<file path="src/rtl/sample_serializer.sv">
// Sample FIFO feeding an MSB-first serializer: decimated words are queued and
// shifted out one bit per clock, with gapless back-to-back words when downstream is ready.
module sample_serializer #(
  parameter int WIDTH = 12,
  parameter int DEPTH = 8
) (
  input  logic                   clk,
  input  logic                   rst,
  input  logic [WIDTH-1:0]       data_in,
  input  logic                   new_data,
  input  logic                   sout_ready,
  input  logic                   clr_ovf,
  output logic                   sout,
  output logic                   sout_frame,
  output logic [$clog2(DEPTH):0] fifo_count,
  output logic                   empty,
  output logic                   overflow
);
  localparam int AW = $clog2(DEPTH);
  localparam int CW = (WIDTH > 1) ? $clog2(WIDTH) : 1;
  localparam logic [AW:0]   FULL_CNT = (AW+1)'(DEPTH);
  localparam logic [CW-1:0] LAST_BIT = CW'(WIDTH-1);

  typedef enum logic {IDLE = 1'b0, SHIFT = 1'b1} state_t;

  state_t           state;
  logic [AW-1:0]    wr_ptr;
  logic [AW-1:0]    rd_ptr;
  logic [CW-1:0]    bit_cnt;
  logic [WIDTH-1:0] mem [DEPTH];
  logic [WIDTH-1:0] shreg;
  logic [WIDTH-1:0] head;
  logic             full;
  logic             boundary;
  logic             pop;
  logic             push;
  logic             drop;
  logic [AW:0]      count_nxt;

  // Pops happen only at word boundaries; empty is registered, so a word pushed
  // into an empty FIFO cannot be popped on the same edge.
  always_comb begin
    head      = mem[rd_ptr];
    full      = (fifo_count == FULL_CNT);
    boundary  = (state == IDLE) || (bit_cnt == '0);
    pop       = boundary && !empty && sout_ready;
    push      = new_data && (!full || pop);
    drop      = new_data && full && !pop;
    count_nxt = fifo_count;
    if (push && !pop)
      count_nxt = fifo_count + 1'b1;
    else if (pop && !push)
      count_nxt = fifo_count - 1'b1;
  end

  always_ff @(posedge clk or posedge rst) begin
    if (rst) begin
      fifo_count <= '0;
      empty      <= 1'b1;
      wr_ptr     <= '0;
      rd_ptr     <= '0;
      overflow   <= 1'b0;
      state      <= IDLE;
      bit_cnt    <= '0;
      sout       <= 1'b0;
      sout_frame <= 1'b0;
    end else begin
      fifo_count <= count_nxt;
      empty      <= (count_nxt == '0);
      if (push)
        wr_ptr <= wr_ptr + 1'b1;
      if (pop)
        rd_ptr <= rd_ptr + 1'b1;

      // A drop on the same edge as a clear keeps the flag set.
      if (drop)
        overflow <= 1'b1;
      else if (clr_ovf)
        overflow <= 1'b0;

      if (pop) begin
        state      <= SHIFT;
        bit_cnt    <= LAST_BIT;
        sout       <= head[WIDTH-1];
        sout_frame <= 1'b1;
      end else if (state == SHIFT && bit_cnt != '0) begin
        bit_cnt <= bit_cnt - 1'b1;
        sout    <= shreg[WIDTH-2];
      end else begin
        state      <= IDLE;
        bit_cnt    <= '0;
        sout       <= 1'b0;
        sout_frame <= 1'b0;
      end
    end
  end

  // Storage and shift register carry no reset; control alone decides validity.
  always_ff @(posedge clk) begin
    if (push)
      mem[wr_ptr] <= data_in;
    if (pop)
      shreg <= head;
    else if (state == SHIFT)
      shreg <= shreg << 1;
  end

endmodule

</file>
<file path="config.mk">
export PLATFORM = sky130hd
export DESIGN_NAME = sample_serializer
export DESIGN_NICKNAME = d
export VERILOG_FILES = /design/src/rtl/sample_serializer.sv
export SDC_FILE = /design/constraint.sdc
export NUM_CORES = 1
export LEC_CHECK = 0
export CAP_MARGIN = 20
export CORE_MARGIN = 1
export CORE_UTILIZATION = 50
export CTS_CLUSTER_SIZE = 8
export DETAILED_ROUTE_END_ITERATION = 16
export DONT_BUFFER_PORTS = 1
export SYNTH_ARGS = -nofsm -noshare
export SYNTH_HDL_FRONTEND = slang
export SYNTH_SLANG_ARGS = --single-unit
</file>
<file path="constraint.sdc">
create_clock -name clk -period 6.2 [get_ports clk]
set_input_delay 1.24 -clock clk [delete_from_list [all_inputs] [get_ports clk]]
set_output_delay 1.24 -clock clk [all_outputs]
set_load 0.005 [all_outputs]
</file>
==> results of run 1 <==
-- worst paths after layout --
| check | startpoint | endpoint | slack, ns |
|---|---|---|---|
| hold reg to reg | shreg[10] | sout | 0.50 |
| min in group asynchronous | rst | bit_cnt[2] | 0.75 |
| hold / removal | shreg[10] | sout | 0.50 |
| setup / recovery | bit_cnt[0] | mem[1][7] | 3.20 |
| setup reg to reg | bit_cnt[0] | mem[1][7] | 3.20 |
| max in group asynchronous | rst | wr_ptr[0] | 4.99 |
-- worst reg2reg max path, stage by stage (launching register included) --
cell and delay, ns:
dfrtp_1 0.39, inv_1 0.09, ha_1 0.13, or3b_1 0.46
a21oi_4 0.30, o21a_1 0.27, nand2_1 0.15, nor3_2 0.83
-- cell usage in the layout, fill, tap and decap left out, types with 2 or more instances in the layout --
cell type  instances
nor3_2             2
clkbuf_8           5
buf_6              2
xnor2_1            5
a31oi_1            2
clkbuf_1           5
nand2_1           26
inv_1              6
o21ai_0           14
dfrtp_1           17
nand2b_1           5
nor3_1             3
nor2_1             9
clkbuf_16         18
buf_4              5
nand3b_1           3
mux2i_1           14
ha_1               7
mux4_2            24
edfxtp_1         107
xor2_1             2
o21a_1             2
inv_4              2
-- layer usage --
layer / track usage [%] / wire [µm] / up-vias
met5: 0 / 0 / -
met3: 4.86 / 389 / 6
met2: 32.1 / 4770 / 60
met1: 23.1 / 3780 / 1212
met4: 7.36 / 90 / 0
li1: - / - / 1114
-- cell families (layout without fill, tap and decap cells) --
logic type / Yosys count / count (layout) / synth area share (%)
AO/OA/AOI/OAI: 27 / 27 / 3.63
flip-flops: 125 / 125 / 72.8
buffers and inverters: 20 / 46 / 1.74
adder cells (fa/ha/maj): 7 / 7 / 1.74
multiplexers: 38 / 38 / 13.5
XOR/XNOR: 7 / 7 / 1.22
AND/OR/NAND/NOR: 56 / 56 / 5.41
-- layout make-up --
cell class                 instances  area [µm²]  area share (%)
clock buffer                      28         538            9.26
clock inverter                     4        47.5           0.818
inverter                           6        22.5           0.388
multi-input combinational        135        1290            22.3
sequential                       125        3660            63.1
tap                              133         166            2.86
timing repair buffer               8        75.1            1.29
-- stage by stage --
step                      total power, W  cells  setup slack (ns)
after detailed placement         0.00195    400              2.67
after global placement           0.00194    400              2.77
after floorplan                  0.00177    280              2.88
after CTS                        0.00291    432              3.02
final                            0.00290    439              3.20
after global routing             0.00304    439              3.01
-- power groups by stage --
stage	Sequential, W	Combinational (W)	Clock [W]
after floorplan	0.00120	0.000570	0
after global placement	0.00128	0.000656	0
after detailed placement	0.00129	0.000667	0
after CTS	0.00127	0.000671	0.000968
after global routing	0.00128	0.000762	0.00101
final	0.00125	0.000691	0.000954
-- flip-flops by register name, indices dropped and copies added, names as in the netlist --
register    flops
empty           1
wr_ptr          3
state           1
bit_cnt         4
sout            1
shreg          11
fifo_count      4
rd_ptr          3
mem            96
overflow        1
==> results.toml, run 1 <==
[timing]
max_slew_headroom_pct = 28.4
timing.final.setup_violations = 0
post-route-period-util_pct = 48.4
grt_setup_unrepaired = "false"
final.hold.worst_slack_ns = 0.496
setup-tns-final_ns = 0
final.min_clock_period_ns = 3.00
achievable-frequency_ghz = 0.333
timing.final.hold_violations = 0
timing.clock.skew_ns = 0.0122
timing.final.max_slew_violations = 0
least_margin_pin_slew_ns = 1.07

[logic_synthesis]
synth.cells.most_frequent = "107 x edfxtp_1, 26 x nand2_1, 24 x mux4_2, 17 x dfrtp_1"
syn-num-nets = 304
synth_enable_flop_cells = 107
syn-cell-area_um2 = 5040
synth_top_cells_by_area = "edfxtp_1 64%, mux4_2 11%, dfrtp_1 8.4%"
synth.most_common_cell = "edfxtp_1"
postSynthAreaPerCell_um2 = 18.0
synth.largest_area_cell = "edfxtp_1"
area_share_of_the_largest_cell_type_after_synthesis_pct = 63.8
synth_seq_area_share_pct = 72.8
synth-warning-count = 0
postSynthRegisterBits = 125
syn-instance-count = 280
synth-main-ff-cell = "edfxtp_1"
ys_async_sr_fraction_pct = 14.4
synthDistinctLibCells = 38

[power_and_ir_drop]
p_int_w = 0.00207
max-vdd-ir-drop_uv = 266
power_switching_w = 0.000827
power_switching_share_pct = 28.6
part_of_the_total_power_dissipated_in_the_clock_network_pct = 32.9
power-per-cell-area_nw_per_um2 = 499
combPwrFrac_pct = 23.8
power_frac_seq_pct = 43.2
leakagePower_nw = 2.03

[grt]
number_of_global_route_vias_before_repair = 2409
groute.usage.overall_pct = 18.8
grt_antenna_before_repair = 0
grt_first_pass_wirelength_um = 13400
gr-total-overflow = 0
grt_start_max_net_pins = 32

[worst_setup_path]
path_class = "reg -> reg"
worst-path-stages = 7
reg2regPathDepth = 7
worstPathMaxFanout = 12
timing.critical_path.max_delay_family = "simple AND/OR/NAND/NOR gates"
cp_slowest_stage_delay_ns = 0.83
critical_path.cell_chain = "inv_1 -> ha_1 -> or3b_1 -> a21oi_4 -> o21a_1 -> nand2_1 -> nor3_2"
timing.critical_path.from_type = "register"
slowest_stage = "nor3_2"
worst_ep_arrival_time_ns = 3.11
cp_data_required_time_ns = 6.31
crit_path_capture_type = "register"
timing.critical_path.buf_inv = 1

[final_layout]
fin_nets = 317
post_route_cells_drive_above_1_share_pct = 21.9
filler_cell_count = 769
final_core_util_pct = 59.4
area_growth_pct = 15.3
finalInstanceArea_um2 = 5810
antenna_cells_inserted = 0

[floorplan]
num_io_pins = 25
initial_core_util_pct = 51.5
rows = 36
die_width_um = 102
dieArea_um2 = 10500
die_y_um = 102
core-area_um2 = 9770

[cts]
tritoncts_buffers = 17
path_clk_slew_ns = 0.05
cts_hold_buffers = 0
post-cts-setup-buffer-count = 0
postCtsResizedCells = 0
cts-htree-levels = 4
numClockSinks = 125
cts_tree = "done"
clock_insertion_delay_worst_skew_ns = 0.50
cts_root_buf = "clkbuf_8"
cts_buffer_depth = 2

[detailed_routing]
dr.pass1.iters = 4
routed_via_density = 5.45
drtAntennaViolNets = 0
wire_per_inst_um = 20.6
post-route-drc-count = 0
drt_first_iter_violations = 145
detailroute.via_count = 2392
final_wirelength_um = 9030

[placed_design]
hpwl_reported_at_the_end_of_detailed_placement_um = 5680
placed_area_um2 = 5160
globalplace.congestion = 0.735
portBuffers = 0

[run]
cap_viol_max_count = 0

[hold_path]
holdPathStages = 2
min-delay-path-class = "reg -> reg"

[run_status]
status = "completed"
Note: power is estimated with default switching activity, not from simulation.
==> run 2, diff against run 1 <==
--- a/config.mk
+++ b/config.mk
@@ -11,6 +11,7 @@
 export CTS_CLUSTER_SIZE = 8
 export DETAILED_ROUTE_END_ITERATION = 16
 export DONT_BUFFER_PORTS = 1
+export PLACE_DENSITY = 0.68
 export SYNTH_ARGS = -nofsm -noshare
 export SYNTH_HDL_FRONTEND = slang
 export SYNTH_SLANG_ARGS = --single-unit
==> constraint.sdc (replaced) <==
create_clock -name clk -period 2.7 [get_ports clk]
set_input_delay 0.54 -clock clk [delete_from_list [all_inputs] [get_ports clk]]
set_output_delay 0.54 -clock clk [all_outputs]
set_load 0.005 [all_outputs]
==> run 2 against run 1 <==
Design area grew 0.54%. Highest routed layer unchanged. Largest cell class unchanged. Global-route usage about the same. Via count is 2.3% higher. Sequential share of layout area down 0.34 points. Die area stayed put.
==> results.toml, run 2 (synthesis gave the netlist of run 1 again) <==
[run_status]
status = "completed"

[grt]
number_of_global_route_vias_before_repair = 2502
grt_antenna_before_repair = 0
gr-total-overflow = 0
groute.usage.overall_pct = 18.8
grt_first_pass_wirelength_um = 13400
grt_start_max_net_pins = 30

[cts]
cts_root_buf = "clkbuf_8"
cts_tree = "done"
clock_insertion_delay_worst_skew_ns = 0.52
cts_buffer_depth = 2
cts_hold_buffers = 0
postCtsResizedCells = 0
cts-htree-levels = 4
numClockSinks = 125
tritoncts_buffers = 17
post-cts-setup-buffer-count = 0
path_clk_slew_ns = 0.06

[detailed_routing]
wire_per_inst_um = 19.8
final_wirelength_um = 8790
drt_first_iter_violations = 237
post-route-drc-count = 0
dr.pass1.iters = 4
drtAntennaViolNets = 0
routed_via_density = 5.53
detailroute.via_count = 2448

[worst_setup_path]
worst_ep_arrival_time_ns = 2.55
timing.critical_path.max_delay_family = "simple AND/OR/NAND/NOR gates"
critical_path.cell_chain = "inv_1 -> ha_1 -> or3b_1 -> a21oi_4 -> o21a_1 -> nand2b_1 -> nor3_2 -> buf_4"
cp_slowest_stage_delay_ns = 0.46
regToRegSetupSlack_ns = 0.37
worstPathMaxFanout = 12
timing.critical_path.from_type = "register"
reg2regPathDepth = 8
worstReg2RegEnd = "mem[0][9]"
startpoint = "bit_cnt[0]"
timing.critical_path.buf_inv = 2
path_class = "reg -> reg"
crit_path_capture_type = "register"
slowest_stage = "or3b_1"
critical_path.reg2reg.startpoint = "bit_cnt[0]"
cp_data_required_time_ns = 2.92

[timing]
post-route-period-util_pct = 86.4
setup-tns-final_ns = 0
timing.final.setup_violations = 0
final.min_clock_period_ns = 2.33
timing.final.max_slew_violations = 0
timing.clock.skew_ns = 0.00809
max_slew_headroom_pct = 49.8
achievable-frequency_ghz = 0.428
timing.final.hold_violations = 0
grt_setup_unrepaired = "false"
least_margin_pin_slew_ns = 0.753

[power_and_ir_drop]
totalPowerFinal_w = 0.00670
max-vdd-ir-drop_uv = 763
power-per-cell-area_nw_per_um2 = 1150
leakagePower_nw = 2.04

[placed_design]
portBuffers = 0
hpwl_reported_at_the_end_of_detailed_placement_um = 5570
globalplace.congestion = 0.770

[floorplan]
rows = 36
dieArea_um2 = 10500
num_io_pins = 25
initial_core_util_pct = 51.5
die_y_um = 102
die_width_um = 102
core-area_um2 = 9770

[final_layout]
layout.cells.most_common = "edfxtp_1"
post_route_cells_drive_above_1_share_pct = 23.9
filler_cell_count = 716
biggestRegsByFlops = "mem x96, shreg x11"
multiInputGateArea_um2 = 1290
register_bank_with_the_most_flops = "mem"
final_core_util_pct = 59.8
fin_nets = 322
leading_cell_types_in_the_layout_fill_and_taps_excluded = "107 x edfxtp_1, 26 x nand2_1, 24 x mux4_2"
register_area_um2 = 3660
area_growth_pct = 15.9
antenna_cells_inserted = 0
largest_reg_flops = 96

[run]
cap_viol_max_count = 0

[hold_path]
min-delay-path-class = "in -> async"
[run 2: cell types whose count changed in the layout (fill, tap and decap cells not counted), sizes merged]
cell and delta:
buf +5, clkbuf -11, bufinv +2, clkinvlp +4
clkinv +3, inv +1
[run 2: per-layer routing]
| layer | vias to the layer above | global-route usage, % | part of all wire (%) |
|---|---|---|---|
| li1 | 1128 | - | - |
| met4 | 0 | 8.57 | 1.7 |
| met5 | - | 0 | 0 |
| met2 | 72 | 30.5 | 52 |
| met1 | 1236 | 23.4 | 42 |
| met3 | 12 | 5.88 | 4.1 |
[run 2: final cells by class]
class / instances / area share, %
flip-flops and latches: 125 / 62.7
multi-input cells: 135 / 22.2
clock buffers: 17 / 7.09
clock inverters: 14 / 2.87
well taps: 133 / 2.85
repair buffers: 13 / 1.89
inverters: 6 / 0.386
[run 2: worst max path at each step]
stage	to	slack [ns]	cells after the start
global placement	mem[0][4]	0.46	8
global route	mem[4][6]	0.23	8
CTS	mem[0][3]	0.37	8
finish	mem[0][9]	0.37	8
floorplan	mem[2][0]	0.17	8
detailed placement	mem[6][3]	0.42	8
[run 2: stage by stage]
stage	cell area (µm²)	instances	setup slack (ns)	hold slack [ns]
2_1_floorplan	5050	280	0.170	0.454
3_3_place_gp	5260	412	0.465	0.488
3_5_place_dp	5260	412	0.416	0.502
4_1_cts	5840	443	0.371	0.0361
5_1_grt	5840	443	0.228	0.0684
6_report	5840	443	0.366	0.0187
[run 2: where the power goes]
group	switching (W)	internal, W
registers	0.000292	0.00257
clock network	0.000822	0.00140
logic	0.000830	0.000787
total	0.00194	0.00476
==> run 3, diff against run 2 <==
--- a/config.mk
+++ b/config.mk
@@ -11,7 +11,9 @@
 export CTS_CLUSTER_SIZE = 8
 export DETAILED_ROUTE_END_ITERATION = 16
 export DONT_BUFFER_PORTS = 1
+export GPL_ROUTABILITY_DRIVEN = 0
 export PLACE_DENSITY = 0.68
+export REMOVE_ABC_BUFFERS = 1
 export SYNTH_ARGS = -nofsm -noshare
 export SYNTH_HDL_FRONTEND = slang
 export SYNTH_SLANG_ARGS = --single-unit
==> run 3 against run 2 <==
Clock skew is 0.0033 ns higher. Sequential share of layout area is 0.12 points higher. Total power is 2.1% lower. Die area stayed put. Utilization is 0.12 points lower. Count of clock-buffer cells in the layout is 4 higher. Global-route usage hardly changed. Sequential power hardly changed. Wire length is 0.33% lower. Register-to-register slack hardly changed. Via count is 0.33% higher. Combinational power hardly changed. Critical path type unchanged. Critical endpoint is now mem[4][7]. Largest cell class unchanged.
==> results.toml, run 3 (synthesis gave the netlist of run 1 again) <==
[placed_design]
portBuffers = 0
hpwl_reported_at_the_end_of_detailed_placement_um = 5740
placed_cells_incl_taps = 415

[timing]
least_margin_pin_slew_ns = 0.793
timing.clock.skew_ns = 0.0114
timing.final.max_slew_violations = 0
grt_setup_unrepaired = "false"
achievable-frequency_ghz = 0.427
final.min_clock_period_ns = 2.34
max_slew_headroom_pct = 47.1
timing.final.setup_violations = 0
timing.final.hold_violations = 0
post-route-period-util_pct = 86.7

[detailed_routing]
dr.pass1.iters = 4
drtAntennaViolNets = 0
routed_via_density = 5.49
final_wirelength_um = 8760
detailroute.via_count = 2456
post-route-drc-count = 0
drt_first_iter_violations = 128
wire_per_inst_um = 19.6

[cts]
clock_insertion_delay_worst_skew_ns = 0.50
cts_hold_buffers = 0
numClockSinks = 125
cts_buffer_depth = 2
cts_tree = "done"
post-cts-setup-buffer-count = 0
path_clk_slew_ns = 0.06
cts_root_buf = "clkbuf_8"
postCtsResizedCells = 0
tritoncts_buffers = 17
cts-htree-levels = 4

[final_layout]
final_cells = 447
post_route_cells_drive_above_1_share_pct = 23.6
fin_nets = 325
leading_cell_types_in_the_layout_fill_and_taps_excluded = "107 x edfxtp_1, 26 x nand2_1, 24 x mux4_2"
largest_reg_flops = 96
layout.cells.most_common = "edfxtp_1"
final_core_util_pct = 59.6
area_growth_pct = 15.7
biggestRegsByFlops = "mem x96, shreg x11"
antenna_cells_inserted = 0
register_bank_with_the_most_flops = "mem"

[floorplan]
initial_core_util_pct = 51.5
die_y_um = 102
rows = 36
core-area_um2 = 9770
dieArea_um2 = 10500
num_io_pins = 25
die_width_um = 102

[run_status]
status = "completed"

[hold_path]
min-delay-path-class = "in -> async"

[grt]
number_of_global_route_vias_before_repair = 2479
grt_first_pass_wirelength_um = 13700
gr-total-overflow = 0
grt_start_max_net_pins = 27
grt_antenna_before_repair = 0
groute.usage.overall_pct = 18.8

[worst_setup_path]
regToRegSetupSlack_ns = 0.36
reg2regPathDepth = 8
worstPathMaxFanout = 6
cp_data_required_time_ns = 2.91
worst_ep_arrival_time_ns = 2.55
path_class = "reg -> reg"
timing.critical_path.from_type = "register"
worstReg2RegEnd = "mem[4][7]"
critical_path.reg2reg.startpoint = "bit_cnt[0]"
crit_path_capture_type = "register"

[power_and_ir_drop]
power-per-cell-area_nw_per_um2 = 1130
max-vdd-ir-drop_uv = 559
leakagePower_nw = 2.04

[run]
cap_viol_max_count = 0
run 3: worst max-delay path by stage:
stage / start / end / slack, ns / cells after the start
floorplan: bit_cnt[0] / mem[0][0] / -0.14 / 7
global placement: bit_cnt[0] / mem[4][8] / 0.47 / 8
detailed placement: bit_cnt[0] / mem[4][8] / 0.37 / 8
CTS: bit_cnt[0] / mem[4][7] / 0.36 / 8
global route: bit_cnt[0] / mem[4][7] / 0.18 / 8
finish: bit_cnt[0] / mem[4][7] / 0.36 / 8
run 3: power breakdown:
group | switching [W] | internal [W] | leakage, nW | total, W
Clock | 0.000781 | 0.00131 | 0.261 | 0.00209
Sequential | 0.000268 | 0.00257 | 1.21 | 0.00284
Combinational | 0.000841 | 0.000794 | 0.571 | 0.00164
Total | 0.00189 | 0.00467 | 2.04 | 0.00656
run 3: stage by stage:
step           hold slack [ns]  power (W)  worst slack (ns)  instance area (µm²)  TNS [ns]
4_1_cts                 0.0398    0.00663             0.356                 5830         0
2_1_floorplan            0.455    0.00399            -0.137                 4970     -3.04
3_3_place_gp             0.487    0.00448             0.471                 5280         0
3_5_place_dp             0.493    0.00454             0.369                 5280         0
5_1_grt                 0.0807    0.00692             0.178                 5830         0
6_report                0.0328    0.00656             0.360                 5830         0
run 3: layout make-up:
cell class              count  area [µm²]
inverters                   6        22.5
clock inverters            11         119
clock buffers              21         429
flip-flops and latches    125        3660
well taps                 133         166
repair buffers             16         133
multi-input cells         135        1290
fillers                   727        3950
run 3: critical path, cell delays in order (launching register included):
cell	delay [ns]
dfrtp_1	0.38
inv_1	0.09
ha_1	0.15
or3b_1	0.46
a21oi_4	0.19
o21a_1	0.23
nand2b_1	0.16
nor2_1	0.20
buf_4	0.19
run 3: per-layer routing:
metal  part of all wire, %  GRT usage (%)  vias up
met5                     0              0        -
met4                  0.89           6.59        0
met3                   4.6           5.13        9
met2                    49           28.7       66
met1                    46           26.2     1244
li1                      -              -     1137
